==> src/rtl/imem_dmem_arbiter_if.sv <==
// Memory-side bus of the unified instruction/data memory arbiter.
// The arbiter is the master; the single-port memory is the slave.
interface imem_dmem_arbiter_if #(
  parameter int AW = 32,
  parameter int DW = 32
);
  logic            req;
  logic            we;
  logic [AW-1:0]   addr;
  logic [DW-1:0]   wdata;
  logic [DW/8-1:0] be;
  logic            ack;
  logic [DW-1:0]   rdata;

  modport master (output req, we, addr, wdata, be, input ack, rdata);
  modport slave  (input req, we, addr, wdata, be, output ack, rdata);
endinterface

==> src/rtl/imem_dmem_arbiter.sv <==
// Serialises IF-stage fetches and MEM-stage loads/stores onto one memory port,
// data first, dropping fetches killed by a redirect; drives structural stalls.
module imem_dmem_arbiter #(
  parameter int AW     = 32,
  parameter int DW     = 32,
  parameter int TO_CYC = 64,
  parameter int CNT_W  = 32
) (
  input  logic              clk,
  input  logic              rst,
  input  logic              if_req,
  input  logic [AW-1:0]     if_addr,
  output logic              if_valid,
  output logic [DW-1:0]     if_rdata,
  input  logic              dm_req,
  input  logic              dm_we,
  input  logic [AW-1:0]     dm_addr,
  input  logic [DW-1:0]     dm_wdata,
  input  logic [DW/8-1:0]   dm_be,
  output logic              dm_valid,
  output logic [DW-1:0]     dm_rdata,
  input  logic              redirect,
  imem_dmem_arbiter_if.master mem,
  output logic              stall_f,
  output logic              stall_m,
  output logic [CNT_W-1:0]  stall_cnt,
  output logic              err
);

  localparam int BW = DW / 8;
  localparam int TW = (TO_CYC > 1) ? $clog2(TO_CYC) : 1;
  localparam logic [TW-1:0] TO_LAST = TW'(TO_CYC - 1);

  typedef enum logic [1:0] {IDLE, IF_BUSY, DM_BUSY, IF_KILL} state_t;

  state_t        state, stateNext;
  logic [TW-1:0] toCnt;
  logic          busy, timeout, issueIf, issueDm;

  assign busy    = (state != IDLE);
  // An ack in the timeout cycle is a normal completion, so it masks the abort.
  assign timeout = busy & ~mem.ack & (toCnt == TO_LAST);

  assign if_valid = mem.ack & (state == IF_BUSY) & ~redirect;
  assign dm_valid = mem.ack & (state == DM_BUSY);
  assign if_rdata = mem.rdata;
  assign dm_rdata = mem.rdata;
  assign stall_f  = if_req & ~if_valid;
  assign stall_m  = dm_req & ~dm_valid;

  always_comb begin
    // NOTE: every signal gets a default before the case so no path leaves it
    // unassigned; a missing default here would infer a latch.
    stateNext = state;
    issueIf   = 1'b0;
    issueDm   = 1'b0;
    unique case (state)
      IDLE: begin
        if (dm_req) begin
          issueDm   = 1'b1;
          stateNext = DM_BUSY;
        end else if (if_req && !redirect) begin
          issueIf   = 1'b1;
          stateNext = IF_BUSY;
        end
      end
      IF_BUSY: begin
        if (mem.ack || timeout) stateNext = IDLE;
        else if (redirect)      stateNext = IF_KILL;
      end
      DM_BUSY, IF_KILL: begin
        if (mem.ack || timeout) stateNext = IDLE;
      end
      default: stateNext = IDLE;
    endcase
  end

  // NOTE: state is written with non-blocking assignments so every register
  // samples pre-edge values regardless of statement order.
  always_ff @(posedge clk) begin
    if (rst) begin
      state     <= IDLE;
      toCnt     <= '0;
      err       <= 1'b0;
      stall_cnt <= '0;
      // NOTE: the memory-side datapath registers are reset too, so the bus
      // never shows stale X address/data to the memory after reset.
      mem.req   <= 1'b0;
      mem.we    <= 1'b0;
      mem.addr  <= '0;
      mem.wdata <= '0;
      mem.be    <= '0;
    end else begin
      state <= stateNext;

      if (stateNext != state)     toCnt <= '0;
      else if (busy && !mem.ack)  toCnt <= toCnt + 1'b1;

      if (timeout)             err       <= 1'b1;
      if (stall_f || stall_m)  stall_cnt <= stall_cnt + 1'b1;

      if (issueDm) begin
        mem.req   <= 1'b1;
        mem.we    <= dm_we;
        mem.addr  <= dm_addr;
        mem.wdata <= dm_wdata;
        mem.be    <= dm_be;
      end else if (issueIf) begin
        mem.req   <= 1'b1;
        mem.we    <= 1'b0;
        mem.addr  <= if_addr;
        mem.be    <= {BW{1'b1}};
      end else if (busy && (mem.ack || timeout)) begin
        mem.req   <= 1'b0;
      end
    end
  end

endmodule
==> src/flat_wrapper.sv <==
// flat-port wrapper written by rule: the top's interface ports become plain ports
module imem_dmem_arbiter_flat 
#(
  parameter int AW     = 32,
  parameter int DW     = 32,
  parameter int TO_CYC = 64,
  parameter int CNT_W  = 32
)
  (clk, rst, if_req, if_addr, if_valid, if_rdata, dm_req, dm_we, dm_addr, dm_wdata, dm_be, dm_valid, dm_rdata, redirect, stall_f, stall_m, stall_cnt, err, mem_req, mem_we, mem_addr, mem_wdata, mem_be, mem_ack, mem_rdata);
  imem_dmem_arbiter_if #(.AW(AW), .DW(DW)) mem_i ();
  input  logic clk;
  input  logic rst;
  input  logic if_req;
  input  logic [AW-1:0] if_addr;
  output logic if_valid;
  output logic [DW-1:0] if_rdata;
  input  logic dm_req;
  input  logic dm_we;
  input  logic [AW-1:0] dm_addr;
  input  logic [DW-1:0] dm_wdata;
  input  logic [DW/8-1:0] dm_be;
  output logic dm_valid;
  output logic [DW-1:0] dm_rdata;
  input  logic redirect;
  output logic stall_f;
  output logic stall_m;
  output logic [CNT_W-1:0] stall_cnt;
  output logic err;
  output wire logic [$bits(mem_i.req)-1:0] mem_req;
  output wire logic [$bits(mem_i.we)-1:0] mem_we;
  output wire logic [$bits(mem_i.addr)-1:0] mem_addr;
  output wire logic [$bits(mem_i.wdata)-1:0] mem_wdata;
  output wire logic [$bits(mem_i.be)-1:0] mem_be;
  input wire logic [$bits(mem_i.ack)-1:0] mem_ack;
  input wire logic [$bits(mem_i.rdata)-1:0] mem_rdata;
  assign mem_req = mem_i.req;
  assign mem_we = mem_i.we;
  assign mem_addr = mem_i.addr;
  assign mem_wdata = mem_i.wdata;
  assign mem_be = mem_i.be;
  assign mem_i.ack = mem_ack;
  assign mem_i.rdata = mem_rdata;
  imem_dmem_arbiter #(.AW(AW), .DW(DW), .TO_CYC(TO_CYC), .CNT_W(CNT_W)) u_core (.clk(clk), .rst(rst), .if_req(if_req), .if_addr(if_addr), .if_valid(if_valid), .if_rdata(if_rdata), .dm_req(dm_req), .dm_we(dm_we), .dm_addr(dm_addr), .dm_wdata(dm_wdata), .dm_be(dm_be), .dm_valid(dm_valid), .dm_rdata(dm_rdata), .redirect(redirect), .mem(mem_i), .stall_f(stall_f), .stall_m(stall_m), .stall_cnt(stall_cnt), .err(err));
endmodule
==> config.mk <==
export PLATFORM = sky130hd
export DESIGN_NAME = imem_dmem_arbiter_flat
export DESIGN_NICKNAME = d
export VERILOG_FILES = /design/src/rtl/imem_dmem_arbiter_if.sv /design/src/rtl/imem_dmem_arbiter.sv /design/src/flat_wrapper.sv
export SDC_FILE = /design/constraint.sdc
export NUM_CORES = 1
export LEC_CHECK = 0
export ABC_AREA = 1
export CAP_MARGIN = 20
export CORE_UTILIZATION = 35
export DETAILED_ROUTE_END_ITERATION = 12
export MAX_ROUTING_LAYER = met4
export PLACE_DENSITY = 0.8
export SLEW_MARGIN = 30
export SYNTH_ARGS = -nofsm -noshare
export SYNTH_HDL_FRONTEND = slang
export SYNTH_SLANG_ARGS = --single-unit
export TNS_END_PERCENT = 10
==> constraint.sdc <==
create_clock -name clk -period 1.4 [get_ports clk]
set_input_delay 0.21 -clock clk [delete_from_list [all_inputs] [get_ports clk]]
set_output_delay 0.21 -clock clk [all_outputs]
set_load 0.01 [all_outputs]
== Yosys cells after proc, flatten, opt, wreduce, memory -nomap -nowiden ==
Index checks and enable logic that the tools add are counted.
Operators by class
  reductions and logical operators: 13
  bitwise gates (word level): 11
  add/subtract/negate cells: 2
  muxes and demuxes: 20
  equality and inequality tests: 5
Operators by type and width (number)
  $mux 32: 2
  $add 32x1->32 const B: 1
  $mux 1: 10
  $mux 2: 5
  $mux 4: 2
  $and 1x1->1: 7
  $add 6x1->6 const B: 1
  $eq 6x6->1 const B: 1
  $pmux 2 s3: 1
  $eq 2x2->1 const B: 2
  $not 1->1: 4
  $reduce_bool 2->1: 2
  $reduce_or 2->1: 2
  $logic_and 1x1->1: 3
  $reduce_bool 3->1: 1
  $eq 2x1->1 const B: 1
  $logic_not 1->1: 2
  $logic_not 2->1: 1
  $logic_or 1x1->1: 2
  $ne 2x2->1: 1
Word-level totals
  output and inout port bits: 171
  register bits after elaboration: 111
  input port bits: 139

== Depth between registers and ports, before layout ==
Gate-level depths: netlist of the first run.
  word-level depth: 8
  depth in mapped cells: 10
  gate-level depth less buffers: 10

== Least setup slack after synthesis of the first run ==
Ideal clock, no wire load.
  path type: flip-flop to flip-flop
  start: reg u_core.stall_cnt[0]
  end: reg u_core.stall_cnt[18]
  slack: -0.127 ns
  data required time: 1.284 ns
  data arrival time: 1.411 ns
  stages on the path, launching flop included: 11
  path buffers: 0
  setup time: 0.116 ns
  path through: dfxtp_1 ha_1 nand2_1 nor2_1 nand2_1 nor2_2 nand2_2 nor2_1 nand2_1 nand2_1 a21oi_1
Between the ends
  word-level cells in the longest chain between the ends: 1
Ends and longest elaborated chain
  start, declared: line imem_dmem_arbiter.sv:26  | output logic [CNT_W-1:0] stall_cnt,
  start signal, assigned: line imem_dmem_arbiter.sv:100  | if (stall_f || stall_m) stall_cnt <= stall_cnt + 1'b1;
  $add 32x1->32: line imem_dmem_arbiter.sv:100
No other way between the ends.
A chain may end at the register's enable or synchronous reset.

== Worst setup path in the final report of the first run ==
  start: reg u_core.state[1]
  end: reg u_core.mem.addr[0]
Between the ends
  word-level cells in the longest chain between the ends: 3
  elaborated cells on any way between the ends: 5
  those cells by class: 3 x mux; 2 x reduce/logical
Ends and longest elaborated chain
  start, declared: line imem_dmem_arbiter.sv:36  | state_t state, stateNext;
  start signal, assigned: line imem_dmem_arbiter.sv:94  | state <= stateNext;
  $logic_not 2->1 *: line imem_dmem_arbiter.sv:57  | unique case (state)
  $mux 1: line imem_dmem_arbiter.sv:57
  $mux 32 / $reduce_bool 2->1 (equally long branches)
  end signal, assigned: line imem_dmem_arbiter.sv:105  | mem.addr <= dm_addr;
  end signal, assigned: line imem_dmem_arbiter.sv:111  | mem.addr <= if_addr;
  end, declared: line imem_dmem_arbiter_if.sv:15  | modport master (output req, we, addr, wdata, be, input ack, rdata);
Mark *: on every way between the ends. The rest lies on a longest branch, timed or not.

==> flow_summary_export.csv, run 1 <==
group,metric,value,unit
global_route,grt_util_all_layers,21.4,%
setup_path,timing_worst_setup_path_type,"register to register",
global_route,grt_util_met1,25.1,%
synthesis,ys_seq_elements,111,
clock_tree,clkSlewWorstSetupHoldPaths,0.08,ns
clock_tree,tritoncts,"done",
timing,timing.final.crit_period,1.46,ns
synthesis,post_synth.cell_area_avg,6.94,sq um
timing,max_frequency,0.683,GHz
die,initial_utilization,36.0,%
global_route,largest_net_degree_at_the_start_of_global_routing,59,
route,routedWlPerCell,14.2,microns
clock_tree,cts_inserted_buffers,9,
synthesis,synth.lib_cells_used.distinct,28,
route,initial_drt_pass_iterations,5,
setup_path,capturing_element_type_of_the_critical_path,"register",
setup_path,critical_path.startpoint,"u_core.state[1]$_SDFF_PP0_",
job,max_cap_violations,0,
cells_and_area,insertedDiodeCount,0,
power_and_ir_drop,pwr_density_cell,930,mW/mm^2
synthesis,post_synth_fa_ha_maj_area_fraction,0.457,%
timing,timing.setup.tns,-1.66,ns
clock_tree,clock_insertion_delay_worst_skew,0.36,ns
clock_tree,clockRootBuffer,"clkbuf_16",
synthesis,yosys_warns,0,
route,totalWireLength,17.0,mm
die,floorplan.die.height,127,microns
global_route,number_of_global_route_vias_before_repair,5307,
route,drc_errors_left,0,
die,placeableCoreArea,0.0152,sq mm
synthesis,syn-num-nets,929,
placement,place_hpwl,12.4,mm
hold_path,timing.hold.worst.start,"dm_addr[11]",
synthesis,synthesis.area,0.00547,sq mm
synthesis,synth_simple_gate_area_share,27.5,%
power_and_ir_drop,power.ir.vdd_worst,0.000553,V
global_route,number_of_antenna_violations_at_the_first_check_in_global_routing,0,
die,die_w,127,microns
synthesis,post_synth_inst_count,788,
cells_and_area,multi_input_area,0.00261,sq mm
setup_path,crit_top_cell,"buf_12",
cells_and_area,n_fill_cell,1436,
placement,io_buffers,213,
die,num_rows,45,
synthesis,yosys-mux-area-fraction,0,%
cells_and_area,finalCoreUtilization,55.5,%
clock_tree,clock_sink_count,111,
run_status,failed_checks,"setup timing",
setup_path,cp_max_fo,14,
timing,final.setup_skew,0.0101,ns
timing,max-slew-margin-rel,82.3,%
route,initialDrtViolationCount,304,
cells_and_area,register_area,0.00227,sq mm
global_route,grt_util_met2,34.9,%
die,num_io_pins,310,
placement,replace_congestion,0.898,
timing,final_slew_violations,0,
setup_path,critical_path_arrival,1.76,ns
setup_path,crit_slowest_cell,"dfxtp_4",
setup_path,crit_required,1.69,ns
timing,final-setup-viol-count,42,
power_and_ir_drop,static_power_due_to_leakage,3.76,nW
cells_and_area,syn2layout_area_growth,54.3,%
global_route,grt_overflow,0,
setup_path,crit_path_start_kind,"register",
clock_tree,ctsHtreeMaxLevel,3,
timing,final_hold_viol_count,0,
global_route,grt.busiest_layer,"met2",
run_status,status,"finished, violations left",
clock_tree,cts.path.max_buffers,2,
synthesis,synth_sequential_area_ratio,40.6,%
synthesis,synth_compound_gate_area_share,14.1,%
hold_path,hp-class,"input port to register",
setup_path,cell_breakdown_of_the_critical_path,"nor2_4 -> nand4_1 -> nand2_2 -> buf_12 -> buf_12 -> o21ai_1 -> a31oi_1",
synthesis,synth_xor_xnor_area_share,1.60,%
cells_and_area,nNetsFinal,1141,
synthesis,synth_top_family_by_area,"simple AND/OR/NAND/NOR gates",
timing,rsz0062_at_grt,"true",
setup_path,worst-r2r-setup-slack,-0.06,ns
route,drt-vias-per-instance,4.77,
global_route,grt_pass1_wl,26.3,mm
setup_path,worst_path_largest_cell_delay,0.37,ns
timing,worstMarginPinSlew,0.266,ns
die,die_area,0.0161,sq mm
power_and_ir_drop,power.total,7.85,mW
route,drt.antenna.violating_nets,0,
route,detailroute.via_count,5695,
global_route,grt.met3_usage,5.78,%
cells_and_area,drive_above_1_share,20.9,%
setup_path,critical_register_to_register_path_startpoint,"u_core.state[1]$_SDFF_PP0_",
timing,pnr_worst_setup_slack,-0.0642,ns
timing,period_share,105,%
routing by layer:
metal | routed length, microns | part of all wire (%)
met5 | 0 | 0
met4 | 452 | 2.7
met3 | 1110 | 6.5
met2 | 8210 | 48
met1 | 7200 | 42
cells in the final DEF (no fill, tap or decap), drive strengths merged:
master	count
clkdlybuf4s50	105
dlygate4sd2	103
dlymetal6s2s	1
xnor2	6
inv	52
o221a	4
nor3	2
a31oi	32
a21oi	28
buf	91
and2	1
clkbuf	10
o21ai	76
nand3	23
nor2	143
clkinv	3
ha	2
nand4	5
dfxtp	111
xor2	4
bufinv	1
nand2	202
report_power, final:
group          total (mW)  switching [mW]  internal, mW
Clock                2.73            1.30          1.43
Sequential           3.49           0.120          3.37
Combinational        1.63           0.765         0.862
Total                7.85            2.19          5.66
through the flow:
| stage | cells | cell area (sq um) | worst slack, ns | hold slack (ns) |
|---|---|---|---|---|
| finish | 1193 | 8440 | -0.0642 | 0.412 |
| global placement | 1168 | 7940 | -0.311 | 0.420 |
| CTS | 1187 | 8230 | -0.125 | 0.399 |
| floorplan | 788 | 5500 | 0.00864 | 0.358 |
| global route | 1193 | 8440 | -0.178 | 0.409 |
| detailed placement | 1168 | 7940 | -0.335 | 0.420 |
cell families (layout without fill, tap and decap cells):
group / count (synthesis) / count (layout)
AND/OR/NAND/NOR: 376 / 376
buffers and inverters: 149 / 366
AO/OA/AOI/OAI: 140 / 140
flip-flops: 111 / 111
XOR/XNOR: 10 / 10
adder cells (fa/ha/maj): 2 / 2
cells in the mapped netlist (all sizes together):
master  instances  area [sq um]
a21oi          28           144
nor2          143           559
inv            49           186
o21ai          76           384
a31oi          32           200
buf            86           618
o221a           4          45.0
dfxtp         111          2220
xnor2           6          52.6
nand4           5          31.3
clkbuf         14          52.6
xor2            4          35.0
nand3          23           120
and2            1          6.26
nor3            2          15.0
ha              2          25.0
nand2         202           773
worst max-delay path, delay by kind of cell, from the launching register on:
| family | cells | cell delay, ns |
|---|---|---|
| buf+inv | 2 | 0.31 |
| compound gates | 2 | 0.21 |
| flops | 1 | 0.37 |
| simple gates | 3 | 0.51 |
final cells by class:
cell class                      count  share of cell area (%)
Tap cell                          188                    2.79
Clock inverter                      7                    1.07
Inverter                           49                    2.24
Multi-Input combinational cell    528                    30.9
Clock buffer                        9                    2.67
Timing Repair Buffer              301                    33.5
Sequential cell                   111                    26.9
registers in the layout, summed over array words and instances, names as in the netlist:
name	flops
u_core.err	1
u_core.mem.addr	32
u_core.mem.be	4
u_core.mem.req	1
u_core.mem.wdata	32
u_core.mem.we	1
u_core.stall_cnt	32
u_core.state	2
u_core.toCnt	6
worst paths after layout:
check	endpoint	depth (start not counted)
worst max register to register	u_core.mem.addr[0]$_SDFFE_PP0P_	7
worst min register to register	u_core.err$_SDFFE_PP0P_	2
worst min-delay path	u_core.mem.addr[11]$_SDFFE_PP0P_	3
worst max-delay path	u_core.mem.addr[0]$_SDFFE_PP0P_	7
timing repair:
action | in CTS | in global routing
buffers inserted | 3 | 5
hold buffers | 0 | 0
setup endpoints to repair | 191 | 107
hold endpoints to repair | 0 | 0
pin swaps | 3 | 17
gates resized for setup | 174 | 59
gates cloned | 0 | 1
No activity file was read; power rests on OpenSTA's default activity.
==> run 2: changes to the inputs <==
Settings changed: ABC_AREA 1 to not set, CORE_UTILIZATION 35 to 34.
==> run 2 against run 1 <==
The run still ends with setup timing left; via count fell by 3.9%; worst setup slack got worse by 0.56 ns; area after synthesis fell by 4.7%; non-clock buffer count rose by 17; utilization rose by 2.0 points; die area fell by 1.8%; synthesized cell count fell by 16%; critical path depth fell by 2.
==> flow_summary_export.csv, run 2 <==
group,metric,value,unit
run_status,status,"finished, violations left",
run_status,failed_checks,"setup timing",
global_route,largest_net_degree_at_the_start_of_global_routing,42,
timing,period_share,144,%
synthesis,synth.area.top_cells,"dfxtp_1, nand2_1, buf_4",
global_route,grt_pass1_wl,26.1,mm
synthesis,synth_xor_xnor_area_share,3.69,%
power_and_ir_drop,p_sw,1.91,mW
synthesis,ys_seq_elements,111,
placement,dpl-instance-area,0.00777,sq mm
die,die_area,0.0158,sq mm
placement,io_buffers,213,
timing,final.setup_skew,0.00598,ns
power_and_ir_drop,power_frac_comb,19.6,%
cells_and_area,drive_above_1_share,24.8,%
route,routedWlPerCell,15.7,microns
cells_and_area,insertedDiodeCount,0,
die,initial_utilization,35.3,%
clock_tree,cts.path.max_buffers,2,
cells_and_area,syn2layout_area_growth,62.9,%
setup_path,cpLargestDelayFamily,"simple AND/OR/NAND/NOR gates",
placement,place_hpwl,11.5,mm
synthesis,synth_commonest_cells,"nand2_1, dfxtp_1, nor2_1",
die,num_io_pins,310,
power_and_ir_drop,share_seq_of_total_power,46.9,%
route,initialDrtViolationCount,221,
power_and_ir_drop,power.ir.vdd_worst,0.000534,V
clock_tree,clock_insertion_delay_worst_skew,0.35,ns
synthesis,synth_top_family_by_area,"simple AND/OR/NAND/NOR gates",
clock_tree,ctsHtreeMaxLevel,3,
setup_path,worst-r2r-setup-slack,-0.62,ns
clock_tree,cts_inserted_buffers,9,
synthesis,yosys-mux-area-fraction,0.648,%
synthesis,synthArstFlopShare,0,%
synthesis,synth_most_common_cell,"nand2_1",
route,initial_drt_pass_iterations,5,
setup_path,critical_path.n_buffers_inverters,0,
timing,final_hold_viol_count,0,
clock_tree,clock_sink_count,111,
timing,final-setup-viol-count,77,
route,drt-vias-per-instance,5.09,
timing,worst_hold_slack,0.225,ns
timing,max_frequency,0.494,GHz
global_route,grt_overflow,0,
power_and_ir_drop,internal_power_of_the_cells,5.39,mW
cells_and_area,nNetsFinal,1027,
synthesis,synthesis.area,0.00522,sq mm
die,placeableCoreArea,0.0148,sq mm
die,num_rows,44,
timing,final_slew_violations,0,
timing,worstMarginPinSlew,0.517,ns
setup_path,crit_slowest_cell,"or4b_1",
power_and_ir_drop,clock_power_share,33.5,%
hold_path,hp-class,"input port to register",
timing,timing.final.crit_period,2.02,ns
route,totalWireLength,16.9,mm
power_and_ir_drop,power_switching_share,26.2,%
timing,pnr_worst_setup_slack,-0.623,ns
placement,placed_cells,1044,
setup_path,crit_top_cell,"or3_4",
synthesis,synth_compound_gate_area_share,12.9,%
cells_and_area,final_area,0.00849,sq mm
synthesis,synth_sequential_area_ratio,42.6,%
synthesis,yosys_warns,0,
route,drt.antenna.violating_nets,0,
synthesis,synth_enable_flop_cells,0,
power_and_ir_drop,static_power_due_to_leakage,3.59,nW
setup_path,crit_path_start_kind,"register",
power_and_ir_drop,pwr_density_cell,860,mW/mm^2
cells_and_area,final_common_cell,"nand2_1",
synthesis,syn-num-nets,800,
route,drc_errors_left,0,
timing,max-slew-margin-rel,65.3,%
synthesis,synth_simple_gate_area_share,26.8,%
cells_and_area,mostFrequentLayoutCells,"nand2_1, clkdlybuf4s50_1, dlygate4sd2_1",
job,max_cap_violations,0,
global_route,grt_util_all_layers,21.5,%
cells_and_area,finalCoreUtilization,57.6,%
global_route,number_of_antenna_violations_at_the_first_check_in_global_routing,0,
timing,rsz0062_at_grt,"true",
setup_path,worst_path_largest_cell_delay,0.48,ns
synthesis,post_synth_inst_count,659,
timing,timing.setup.tns,-18.36,ns
setup_path,cp_max_fo,6,
clock_tree,clockRootBuffer,"clkbuf_16",
setup_path,critical_path_arrival,2.31,ns
placement,replace_congestion,0.804,
die,die_w,126,microns
clock_tree,tritoncts,"done",
setup_path,crit_required,1.68,ns
route,detailroute.via_count,5475,
synthesis,post_synth_fa_ha_maj_area_fraction,0.480,%
setup_path,timing_worst_setup_path_type,"register to register",
synthesis,synth.lib_cells_used.distinct,43,
cells_and_area,largest_registers,"u_core.mem.addr x32, u_core.mem.wdata x32, u_core.stall_cnt x32",
synthesis,post_synth.cell_area_avg,7.91,sq um
setup_path,cell_breakdown_of_the_critical_path,"nand4_1 -> or3_4 -> or3_4 -> or4b_1 -> a21oi_1",
global_route,number_of_global_route_vias_before_repair,5327,
cells_and_area,finish.cell_count_without_fillers,1075,
synthesis,synth_area_leader_cell,"dfxtp_1",
clock_tree,clkSlewWorstSetupHoldPaths,0.07,ns
die,floorplan.die.height,126,microns
synthesis,yosys.area.top_type_share,42.6,%
synthesis,synth_ff_type,"dfxtp_1",
setup_path,capturing_element_type_of_the_critical_path,"register",
run 2: cell type report:
type / instances / area, sq um
inverter: 6 / 22.5
fill: 1291 / 6260
multi-input combinational: 440 / 2780
clock inverter: 3 / 17.5
sequential: 111 / 2260
timing repair buffer: 318 / 2920
tap: 184 / 230
clock buffer: 13 / 260
run 2: path summary, 6_finish.rpt:
kind                                      from                           endpoint  cells after the start
min reg2reg  u_core.mem.wdata[21]$_SDFFE_PP0P_  u_core.mem.wdata[21]$_SDFFE_PP0P_                      2
max reg2reg   u_core.stall_cnt[7]$_SDFFE_PP0P_  u_core.stall_cnt[17]$_SDFFE_PP0P_                      5
max           u_core.stall_cnt[7]$_SDFFE_PP0P_  u_core.stall_cnt[17]$_SDFFE_PP0P_                      5
min                                        rst  u_core.stall_cnt[13]$_SDFFE_PP0P_                      2
run 2: power by group through the flow:
stage / Sequential, mW / Clock (mW) / Combinational, mW
global placement: 3.50 / 0 / 1.39
CTS: 3.43 / 2.52 / 1.37
floorplan: 3.58 / 0 / 0.629
detailed placement: 3.51 / 0 / 1.41
global route: 3.45 / 2.64 / 1.55
finish: 3.43 / 2.45 / 1.43
run 2: per-stage QoR:
step / setup slack (ns) / power, mW
after floorplan: -0.571 / 4.21
after CTS: -0.553 / 7.32
after global placement: -0.751 / 4.89
after global routing: -0.658 / 7.64
final: -0.623 / 7.31
after detailed placement: -0.794 / 4.91
run 2: routing by layer:
layer | GRT usage, % | part of all wire, %
met1 | 24.1 | 40
met2 | 36.6 | 50
met3 | 4.50 | 7.2
met4 | 9.92 | 2.6
met5 | - | 0
run 2: cells by family (layout without fill, tap and decap cells):
| group | after synthesis | count (layout) |
|---|---|---|
| adder cells (fa/ha/maj) | 2 | 2 |
| XOR/XNOR | 22 | 22 |
| AO/OA/AOI/OAI | 102 | 102 |
| flip-flops | 111 | 111 |
| buffers and inverters | 109 | 340 |
| multiplexers | 3 | 3 |
| AND/OR/NAND/NOR | 310 | 311 |
run 2: what timing repair did:
| item | 4_1_cts | 5_1_grt |
|---|---|---|
| endpoints found under the setup margin | 216 | 115 |
| hold buffers | 0 | 0 |
| endpoints found under the hold margin | 0 | 0 |
| gates resized for setup | 183 | 44 |
| pin swaps | 34 | 17 |
| cloned | 1 | 0 |
| buffers inserted | 12 | 2 |
run 2: worst reg2reg max path, stage by stage, from the launching register on:
cell     delay (ns)
dfxtp_2        0.35
nand4_1        0.14
or3_4          0.44
or3_4          0.42
or4b_1         0.48
a21oi_1        0.13
==> run 3: changes to the inputs <==
Settings changed: CORE_UTILIZATION 34 to 38, DONT_BUFFER_PORTS set to 1, PLACE_DENSITY 0.8 to 0.57.
==> run 3 against run 2 <==
The flow finishes with violations (hold timing, setup timing); maximum frequency increased by 3.5%; worst setup slack improved by 0.069 ns; first-iteration DRC count increased by 20%; critical path type unchanged; critical endpoint unchanged; largest power group unchanged.
==> flow_summary_export.csv, run 3 (synthesized netlist as in run 2, its figures left out) <==
group,metric,value,unit
route,drc_errors_left,0,
hold_path,whs_path_depth,1,
timing,rsz0062_at_grt,"true",
cells_and_area,mostFrequentLayoutCells,"nand2_1, dfxtp_1, buf_4",
route,detailroute.via_count,4736,
cells_and_area,drive_above_1_share,34.2,%
global_route,grt_overflow,0,
setup_path,critical_path_arrival,2.24,ns
timing,pnr_worst_setup_slack,-0.553,ns
power_and_ir_drop,clock_power_share,35.6,%
die,num_rows,42,
timing,final-setup-viol-count,105,
cells_and_area,syn2layout_area_growth,30.2,%
clock_tree,tritoncts,"done",
power_and_ir_drop,power.ir.vdd_worst,0.000593,V
cells_and_area,largest_registers,"u_core.mem.addr x32, u_core.mem.wdata x32, u_core.stall_cnt x32",
global_route,grt_pass1_wl,24.2,mm
die,placeableCoreArea,0.0133,sq mm
cells_and_area,insertedDiodeCount,0,
global_route,number_of_global_route_vias_before_repair,4672,
route,totalWireLength,16.0,mm
power_and_ir_drop,share_seq_of_total_power,51.7,%
timing,worst_hold_slack,-0.0747,ns
route,routedWlPerCell,18.4,microns
timing,final.setup_skew,0.00997,ns
global_route,number_of_antenna_violations_at_the_first_check_in_global_routing,0,
power_and_ir_drop,internal_power_of_the_cells,4.98,mW
route,drt.antenna.violating_nets,0,
timing,timing.setup.tns,-20.16,ns
run_status,status,"finished, violations left",
timing,final_slew_violations,0,
clock_tree,ctsHtreeMaxLevel,3,
cells_and_area,finalCoreUtilization,51.1,%
die,die_area,0.0142,sq mm
power_and_ir_drop,power_switching_share,27.5,%
setup_path,worst_path_largest_cell_delay,0.47,ns
die,floorplan.die.height,119,microns
setup_path,crit_slowest_cell,"or4b_1",
power_and_ir_drop,p_sw,1.89,mW
job,max_cap_violations,0,
route,drt-vias-per-instance,5.46,
setup_path,ff2ff_path_depth,5,
clock_tree,cts_inserted_buffers,9,
placement,placed_cells,830,
setup_path,crit_required,1.69,ns
timing,final_hold_viol_count,91,
clock_tree,clock_sink_count,111,
clock_tree,clock_insertion_delay_worst_skew,0.36,ns
placement,place_ws,-0.569,ns
timing,max_frequency,0.512,GHz
cells_and_area,nNetsFinal,827,
timing,worstMarginPinSlew,0.349,ns
timing,timing.final.crit_period,1.95,ns
clock_tree,cts.path.max_buffers,2,
timing,max-slew-margin-rel,76.5,%
placement,place_hpwl,10.5,mm
cells_and_area,final_common_cell,"nand2_1",
clock_tree,clkSlewWorstSetupHoldPaths,0.08,ns
setup_path,cell_breakdown_of_the_critical_path,"nand4_4 -> or3_4 -> or3_4 -> or4b_1 -> a21oi_1",
setup_path,timing_worst_setup_path_type,"register to register",
setup_path,capturing_element_type_of_the_critical_path,"register",
setup_path,cpLargestDelayFamily,"simple AND/OR/NAND/NOR gates",
power_and_ir_drop,power_frac_comb,12.6,%
die,initial_utilization,39.2,%
setup_path,cp_max_fo,6,
route,initial_drt_pass_iterations,4,
global_route,largest_net_degree_at_the_start_of_global_routing,110,
setup_path,crit_path_start_kind,"register",
hold_path,hp-class,"input port to register",
run_status,failed_checks,"hold timing, setup timing",
setup_path,crit_top_cell,"or3_4",
setup_path,critical_path_cell_count,5,
die,die_w,119,microns
power_and_ir_drop,static_power_due_to_leakage,2.55,nW
route,initialDrtViolationCount,265,
cells_and_area,finish.cell_count_without_fillers,867,
power_and_ir_drop,pwr_density_cell,1010,mW/mm^2
clock_tree,clockRootBuffer,"clkbuf_16",
placement,io_buffers,0,
die,num_io_pins,310,
global_route,grt_util_all_layers,22.5,%
timing,period_share,140,%
placement,replace_congestion,0.870,
setup_path,critical_path.n_buffers_inverters,0,
-- run 3: changes by cell type in the layout (fill, tap and decap cells not counted), sizes merged --
cell / delta
dlymetal6s2s: -1
clkinvlp: +1
bufbuf: +5
clkinv: +1
clkdlybuf4s15: -1
clkbuf: -3
clkdlybuf4s50: -102
dlygate4sd2: -101
inv: +1
-- run 3: final timing paths --
kind	start	to	slack (ns)
worst max-delay path	u_core.stall_cnt[6]$_SDFFE_PP0P_	u_core.stall_cnt[17]$_SDFFE_PP0P_	-0.55
worst min-delay path	rst	u_core.mem.wdata[24]$_SDFFE_PP0P_	-0.07
worst max register to register	u_core.stall_cnt[6]$_SDFFE_PP0P_	u_core.stall_cnt[17]$_SDFFE_PP0P_	-0.55
worst min register to register	u_core.mem.wdata[28]$_SDFFE_PP0P_	u_core.mem.wdata[28]$_SDFFE_PP0P_	0.50
-- run 3: through the flow --
stage	total power, mW	instance area (sq um)	hold slack, ns
floorplan	4.21	5300	0.346
detailed placement	4.24	5670	0.291
finish	6.88	6790	-0.0747
global route	7.19	6790	-0.0965
CTS	6.86	6480	-0.0898
global placement	4.21	5670	0.289
-- run 3: area by class of cell --
| cell class | count | area, sq um |
|---|---|---|
| fillers | 1293 | 6510 |
| repair buffers | 118 | 1150 |
| multi-input cells | 440 | 2860 |
| clock inverters | 6 | 46.3 |
| flip-flops and latches | 111 | 2260 |
| inverters | 6 | 22.5 |
| well taps | 176 | 220 |
| clock buffers | 10 | 229 |
-- run 3: per-layer routing --
metal  wire, microns  vias up  GRT usage [%]
met5               0        -              -
met4             620        0           13.1
met3            1020       55           4.93
met2            8310      209           38.5
met1            6030     2220           23.9
li1                -     2252              -
-- run 3: timing repair --
item                                    in CTS  in global routing
endpoints found under the setup margin     115                114
cloned                                       6                  0
setup buffers                               11                  4
resized for setup                           59                 57
pin swaps                                   46                 29
hold endpoints to repair                   102                102
-- run 3: power groups by stage --
stage | Clock (mW) | Sequential, mW | Combinational [mW]
after global routing | 2.67 | 3.57 | 0.943
after global placement | 0 | 3.62 | 0.592
after floorplan | 0 | 3.58 | 0.629
after CTS | 2.52 | 3.55 | 0.789
after detailed placement | 0 | 3.62 | 0.620
final | 2.45 | 3.56 | 0.870
